--- config.mk ---
export PLATFORM = sky130hd
export DESIGN_NAME = img2col_rf_ctrl_flat
export DESIGN_NICKNAME = d
export VERILOG_FILES = /design/src/rtl/img2col_rf_ctrl_if.sv /design/src/rtl/img2col_rf_ctrl.sv /design/src/flat_wrapper.sv
export SDC_FILE = /design/constraint.sdc
export NUM_CORES = 1
export LEC_CHECK = 0
export ABC_AREA = 1
export CAP_MARGIN = 20
export CORE_ASPECT_RATIO = 2
export CORE_MARGIN = 2
export CORE_UTILIZATION = 40
export CTS_BUF_LIST = sky130_fd_sc_hd__clkbuf_8
export DETAILED_ROUTE_END_ITERATION = 7
export GPL_ROUTABILITY_DRIVEN = 0
export MAX_ROUTING_LAYER = met4
export PLACE_DENSITY = 0.81
export SLEW_MARGIN = 5
export SYNTH_ARGS = -nofsm -noshare
export SYNTH_HDL_FRONTEND = slang
export SYNTH_SLANG_ARGS = --single-unit
--- constraint.sdc ---
create_clock -name clk -period 2.1 [get_ports clk]
set_input_delay 0.21 -clock clk [delete_from_list [all_inputs] [get_ports clk]]
set_output_delay 0.21 -clock clk [all_outputs]
set_load 0.02 [all_outputs]
--- src/rtl/img2col_rf_ctrl_if.sv ---
// Pixel-stream, register-file and window handshake bundle for img2col_rf_ctrl.
// The controller takes the master side; the pixel source / MAC array take the slave side.
interface img2col_rf_ctrl_if #(
    parameter int data_width  = 16,
    parameter int address_num = 5,
    parameter int cnt_width   = 16
);
    logic                   flush;
    logic                   px_valid;
    logic                   px_ready;
    logic [data_width-1:0]  px_data1;
    logic [data_width-1:0]  px_data2;
    logic                   rf_wr_ctrl;
    logic                   rf_r_ctrl;
    logic [data_width-1:0]  rf_in1;
    logic [data_width-1:0]  rf_in2;
    logic [address_num-1:0] rf_adrs_in1;
    logic [address_num-1:0] rf_adrs_in2;
    logic                   win_valid;
    logic                   win_ready;
    logic [cnt_width-1:0]   win_count;
    logic                   busy;

    modport master (
        input  flush, px_valid, px_data1, px_data2, win_ready,
        output px_ready, rf_wr_ctrl, rf_r_ctrl, rf_in1, rf_in2,
               rf_adrs_in1, rf_adrs_in2, win_valid, win_count, busy
    );

    modport slave (
        output flush, px_valid, px_data1, px_data2, win_ready,
        input  px_ready, rf_wr_ctrl, rf_r_ctrl, rf_in1, rf_in2,
               rf_adrs_in1, rf_adrs_in2, win_valid, win_count, busy
    );
endinterface

--- src/rtl/img2col_rf_ctrl.sv ---
// Write/read sequencer for the two-write-port img2col register file: loads a window
// two pixels per beat, bulk-reads it, and hands it downstream while the next one loads.
module img2col_rf_ctrl #(
    parameter int data_width  = 16,
    parameter int reg_num     = 25,
    parameter int address_num = 5,
    parameter int cnt_width   = 16
) (
    input logic                clk,
    input logic                rst,
    img2col_rf_ctrl_if.master  bus
);
    localparam int unsigned            NB        = (reg_num + 1) / 2;
    localparam bit                     ODD       = (reg_num % 2) == 1;
    localparam logic [address_num-1:0] LAST_BEAT = address_num'(NB - 1);

    typedef enum logic [1:0] {
        ST_FILL,
        ST_WAIT,
        ST_CAPTURE
    } state_e;

    state_e                 state_q, state_d;
    logic [address_num-1:0] beat_q, beat_d;
    logic                   win_valid_q, win_valid_d;
    logic [cnt_width-1:0]   win_count_q, win_count_d;
    logic                   busy_q, busy_d;

    logic                   px_ready;
    logic                   wr_ctrl;
    logic                   r_ctrl;
    logic [data_width-1:0]  in1, in2;
    logic [address_num-1:0] adrs1, adrs2;
    logic                   slot_free;
    logic                   last_beat;

    always_comb begin
        state_d     = state_q;
        beat_d      = beat_q;
        win_valid_d = win_valid_q;
        win_count_d = win_count_q;
        px_ready    = 1'b0;
        wr_ctrl     = 1'b0;
        r_ctrl      = 1'b0;
        in1         = '0;
        in2         = '0;
        adrs1       = '0;
        adrs2       = '0;
        slot_free   = !win_valid_q || bus.win_ready;
        last_beat   = (beat_q == LAST_BEAT);

        if (bus.win_ready) win_valid_d = 1'b0;

        if (!rst) begin
            unique case (state_q)
                ST_FILL: begin
                    px_ready = !bus.flush;
                    if (bus.flush) begin
                        beat_d = '0;
                    end else if (bus.px_valid) begin
                        wr_ctrl = 1'b1;
                        adrs1   = address_num'({beat_q, 1'b0});
                        adrs2   = address_num'({beat_q, 1'b1});
                        in1     = bus.px_data1;
                        in2     = bus.px_data2;
                        // Odd window: last beat writes px_data1 twice so no address past reg_num-1 is issued.
                        if (ODD && last_beat) begin
                            adrs2 = adrs1;
                            in2   = bus.px_data1;
                        end
                        if (last_beat) begin
                            beat_d  = '0;
                            state_d = slot_free ? ST_CAPTURE : ST_WAIT;
                        end else begin
                            beat_d = beat_q + address_num'(1);
                        end
                    end
                end
                ST_WAIT: begin
                    if (bus.flush) begin
                        beat_d  = '0;
                        state_d = ST_FILL;
                    end else if (slot_free) begin
                        state_d = ST_CAPTURE;
                    end
                end
                ST_CAPTURE: begin
                    r_ctrl      = 1'b1;
                    win_valid_d = 1'b1;
                    win_count_d = win_count_q + cnt_width'(1);
                    state_d     = ST_FILL;
                end
                default: state_d = ST_FILL;
            endcase
        end

        busy_d = (state_d != ST_FILL) || (beat_d != '0);
    end

    always_ff @(posedge clk) begin
        if (rst) begin
            state_q     <= ST_FILL;
            beat_q      <= '0;
            win_valid_q <= 1'b0;
            win_count_q <= '0;
            busy_q      <= 1'b0;
        end else begin
            state_q     <= state_d;
            beat_q      <= beat_d;
            win_valid_q <= win_valid_d;
            win_count_q <= win_count_d;
            busy_q      <= busy_d;
        end
    end

    assign bus.px_ready    = px_ready;
    assign bus.rf_wr_ctrl  = wr_ctrl;
    assign bus.rf_r_ctrl   = r_ctrl;
    assign bus.rf_in1      = in1;
    assign bus.rf_in2      = in2;
    assign bus.rf_adrs_in1 = adrs1;
    assign bus.rf_adrs_in2 = adrs2;
    assign bus.win_valid   = win_valid_q;
    assign bus.win_count   = win_count_q;
    assign bus.busy        = busy_q;
endmodule

--- src/flat_wrapper.sv ---
// flat-port wrapper written by rule: the top's interface ports become plain ports
module img2col_rf_ctrl_flat 
#(
    parameter int data_width  = 16,
    parameter int reg_num     = 25,
    parameter int address_num = 5,
    parameter int cnt_width   = 16
)
  (clk, rst, bus_flush, bus_px_valid, bus_px_data1, bus_px_data2, bus_win_ready, bus_px_ready, bus_rf_wr_ctrl, bus_rf_r_ctrl, bus_rf_in1, bus_rf_in2, bus_rf_adrs_in1, bus_rf_adrs_in2, bus_win_valid, bus_win_count, bus_busy);
  img2col_rf_ctrl_if #(.data_width(data_width), .address_num(address_num), .cnt_width(cnt_width)) bus_i ();
  input logic clk;
  input logic rst;
  input wire logic [$bits(bus_i.flush)-1:0] bus_flush;
  input wire logic [$bits(bus_i.px_valid)-1:0] bus_px_valid;
  input wire logic [$bits(bus_i.px_data1)-1:0] bus_px_data1;
  input wire logic [$bits(bus_i.px_data2)-1:0] bus_px_data2;
  input wire logic [$bits(bus_i.win_ready)-1:0] bus_win_ready;
  output wire logic [$bits(bus_i.px_ready)-1:0] bus_px_ready;
  output wire logic [$bits(bus_i.rf_wr_ctrl)-1:0] bus_rf_wr_ctrl;
  output wire logic [$bits(bus_i.rf_r_ctrl)-1:0] bus_rf_r_ctrl;
  output wire logic [$bits(bus_i.rf_in1)-1:0] bus_rf_in1;
  output wire logic [$bits(bus_i.rf_in2)-1:0] bus_rf_in2;
  output wire logic [$bits(bus_i.rf_adrs_in1)-1:0] bus_rf_adrs_in1;
  output wire logic [$bits(bus_i.rf_adrs_in2)-1:0] bus_rf_adrs_in2;
  output wire logic [$bits(bus_i.win_valid)-1:0] bus_win_valid;
  output wire logic [$bits(bus_i.win_count)-1:0] bus_win_count;
  output wire logic [$bits(bus_i.busy)-1:0] bus_busy;
  assign bus_i.flush = bus_flush;
  assign bus_i.px_valid = bus_px_valid;
  assign bus_i.px_data1 = bus_px_data1;
  assign bus_i.px_data2 = bus_px_data2;
  assign bus_i.win_ready = bus_win_ready;
  assign bus_px_ready = bus_i.px_ready;
  assign bus_rf_wr_ctrl = bus_i.rf_wr_ctrl;
  assign bus_rf_r_ctrl = bus_i.rf_r_ctrl;
  assign bus_rf_in1 = bus_i.rf_in1;
  assign bus_rf_in2 = bus_i.rf_in2;
  assign bus_rf_adrs_in1 = bus_i.rf_adrs_in1;
  assign bus_rf_adrs_in2 = bus_i.rf_adrs_in2;
  assign bus_win_valid = bus_i.win_valid;
  assign bus_win_count = bus_i.win_count;
  assign bus_busy = bus_i.busy;
  img2col_rf_ctrl #(.data_width(data_width), .reg_num(reg_num), .address_num(address_num), .cnt_width(cnt_width)) u_core (.clk(clk), .rst(rst), .bus(bus_i));
endmodule
==> flow_metrics.tcl <==
set metrics [dict create \
    finClkSkew_ns 0.00255 \
    nets 468 \
    pin_count 100 \
    finalMaxSlewViolations 0 \
    max_cap_viol_count 0 \
    setup_violations 0 \
    synth_seq_area_share 0.276 \
    rrSetupSlack_ns 0.24 \
    dr_total_vias 2304 \
    critPathLaunchType "primary input" \
    ir_drop_v 0.000469 \
    die_x_um 51.6 \
    finalCritPeriodShare 0.982 \
    syn-num-nets 342 \
    dpl.hpwl_um 4720 \
    first_pass_iters 4 \
    r2r_cells 14 \
    cts_tree "built" \
    fin_crit_ns 2.06 \
    finish.utilization 0.702 \
    hold_start "u_core.bus.win_count[6]" \
    initial_core_util 0.418 \
    drt_iter0_drc 28 \
    die_h_um 99.3 \
    r2r_start "u_core.beat_q[0]" \
    rsz0062_at_grt "yes" \
    hold_viol 0 \
    dieArea_sq_um 5130 \
    wire_per_inst_um 12.4 \
    cp.required_ns 1.89 \
    syn_to_final_growth_pct 67.7 \
    clockBufferDepth 2 \
    row_count 34 \
    worstPathMaxFanout 8 \
    wirelength_um 5990 \
    num_antenna_cells 0 \
    fin_ws_ns 0.0373 \
    clk_latency_ns 0.27 \
    grt_pass1_wl_um 9000 \
    holdPathStages 2 \
    grt-ovfl-total 0 \
    hold_class "register to register" \
    yosysWarnings 0 \
    clk_pin_slew_worst_paths_ns 0.08 \
    fmax_ghz 0.485 \
    clkSinkCount 25 \
    clockRootBuffer "clkbuf_8" \
    cts_buffers 3 \
    ctsHtreeMaxLevel 1 \
    grt_start_max_net_pins 18 \
    via_per_inst 4.79 \
    p_leak_nw 1.49 \
    post_dp_cell_area_sq_um 3040 \
    criticalPathCategory "primary input to primary output" \
    netlist_area_sq_um 1820 \
    outcome "finished clean" \
    final_area_sq_um 3050 \
    synth_cells 302 \
    ant_nets 0 \
    core_area_sq_um 4340 \
    layout-drive-gt1-share 0.225 \
    antenna_found_initial 0 \
    gr-usage-all-layers 0.229 \
    numPortBuffers 98 \
    power_density_nw_per_um2 343 \
    hold_end "u_core.bus.win_count[6]" \
    synth_seq_cells 25 \
    power_mw 1.04 \
    avgSynthCellArea_sq_um 6.01 \
    post-route-drc-count 0 \
    postCtsHoldBufs 0 \
    synth.lib_cells_used.distinct 25 \
    arrival_ns 1.85 \
    r2r-end "u_core.bus.busy" \
    grt_pass1_vias 2131 \
    end_kind "primary output" \
    pre_cts_ws_ns -0.481 \
]
==> registers in the layout, indices dropped and copies added, names as in the netlist <==
signal	cells
u_core.bus.busy	1
u_core.beat_q	5
u_core.bus.win_count	16
u_core.state_q	2
u_core.bus.win_valid	1
==> through the flow <==
stage / instances / hold slack, ns / TNS (ns)
after global placement: 474 / 0.466 / -11.76
after detailed placement: 474 / 0.478 / -12.94
after CTS: 478 / 0.491 / -0.00604
after floorplan: 302 / 0.286 / 0
final: 481 / 0.489 / 0
after global routing: 481 / 0.522 / -0.570
==> cell usage in the layout, fill, tap and decap left out <==
cell type        Yosys  routed
a21oi_4              1       1
xor2_1               1       1
nand3b_1             1       1
clkbuf_16            0       2
nand4_1              4       4
nor3b_1              1       1
o21ai_0              7       7
dlymetal6s2s_1       0       1
clkdlybuf4s15_2      0       1
dfxtp_2              0       1
nor3_1               2       2
ha_1                 3       3
nand2_1             53      52
nor2_1              79      77
a21oi_1             30      30
buf_2                0       1
inv_1               48      48
dfxtp_1             25      24
o21ai_1              1       1
conb_1               1       1
buf_12               0       2
clkdlybuf4s50_1      0      57
nand3_1             11      11
clkbuf_2             0      14
inv_2                4       4
a211oi_1             1       1
buf_4                5      46
dlygate4sd2_1        0       9
buf_6                2       1
nor2_2               4       5
nand4_2              1       1
nor2_4              11      12
clkbuf_8             0       3
nand2_2              0       1
inv_4                0       1
==> cell usage after synthesis <==
cell / count / area [sq um]
buf_6: 2 / 22.5
inv_2: 4 / 15.0
nor2_1: 79 / 297
clkbuf_1: 5 / 18.8
ha_1: 3 / 37.5
nand4_1: 4 / 25.0
xor2_1: 1 / 8.76
nor3_1: 2 / 10.0
nand3b_1: 1 / 7.51
conb_1: 1 / 3.75
a21oi_1: 30 / 150
o21ai_1: 1 / 5.00
a21oi_4: 1 / 16.3
nand4_2: 1 / 12.5
a211oi_1: 1 / 7.51
nor2_2: 4 / 25.0
dfxtp_1: 25 / 500
buf_4: 5 / 37.5
nor2_4: 11 / 124
nor3b_1: 1 / 7.51
o21ai_0: 7 / 35.0
inv_1: 48 / 180
nand2_1: 53 / 199
buf_8: 1 / 15.0
nand3_1: 11 / 55.1
==> cell type report <==
type | instances | area, sq um
fill | 388 | 1290
timing repair buffer | 134 | 1190
clock buffer | 3 | 41.3
inverter | 52 | 198
multi-input combinational | 212 | 1040
sequential | 25 | 502
tap | 54 | 67.6
clock inverter | 1 | 3.75
==> worst max-delay path, cell delays in order <==
cell             delay (ns)
clkdlybuf4s50_1        0.43
inv_2                  0.07
nand2_2                0.07
nor2_4                 0.10
inv_2                  0.05
nor2_4                 0.11
inv_4                  0.08
a21oi_4                0.23
clkbuf_16              0.21
nor2_1                 0.04
nor2_1                 0.09
buf_4                  0.15
==> per-layer routing <==
| metal | GRT usage | up-vias | share of wire |
|---|---|---|---|
| met4 | 0.0810 | 0 | 0.021 |
| met3 | 0.0465 | 11 | 0.094 |
| met5 | - | - | 0 |
| met1 | 0.182 | 1035 | 0.34 |
| li1 | - | 1165 | - |
| met2 | 0.470 | 93 | 0.55 |
==> how the worst max path moves through the flow <==
stage / startpoint / end / slack, ns / depth (start not counted)
after CTS: bus_flush / bus_rf_in1[15] / -0.006 / 11
after global placement: rst / bus_rf_in2[5] / -0.46 / 12
after detailed placement: rst / bus_rf_in2[5] / -0.48 / 12
final: bus_flush / bus_rf_in2[14] / 0.04 / 12
after global routing: u_core.state_q[1] / bus_rf_in2[2] / -0.05 / 11
after floorplan: u_core.state_q[1] / bus_rf_in2[0] / 0.03 / 10
==> report_power, final <==
part	internal (mW)	switching (mW)
Clock	0.131	0.149
Combinational	0.148	0.140
Sequential	0.476	0.000732
Total	0.754	0.289
==> cell families after synthesis <==
group	count (synthesis)	share of synthesized area
AND/OR/NAND/NOR	167	0.420
adder cells (fa/ha/maj)	3	0.0207
AO/OA/AOI/OAI	40	0.118
XOR/XNOR	1	0.00483
flip-flops	25	0.276
other	1	0.00207
buffers and inverters	65	0.159
==> what timing repair did <==
action	in CTS	in global routing
setup buffers	0	1
endpoints found under the setup margin	39	32
pin swaps	0	2
cloned	0	2
resized for setup	85	57
(Power assumes the default switching activity.)
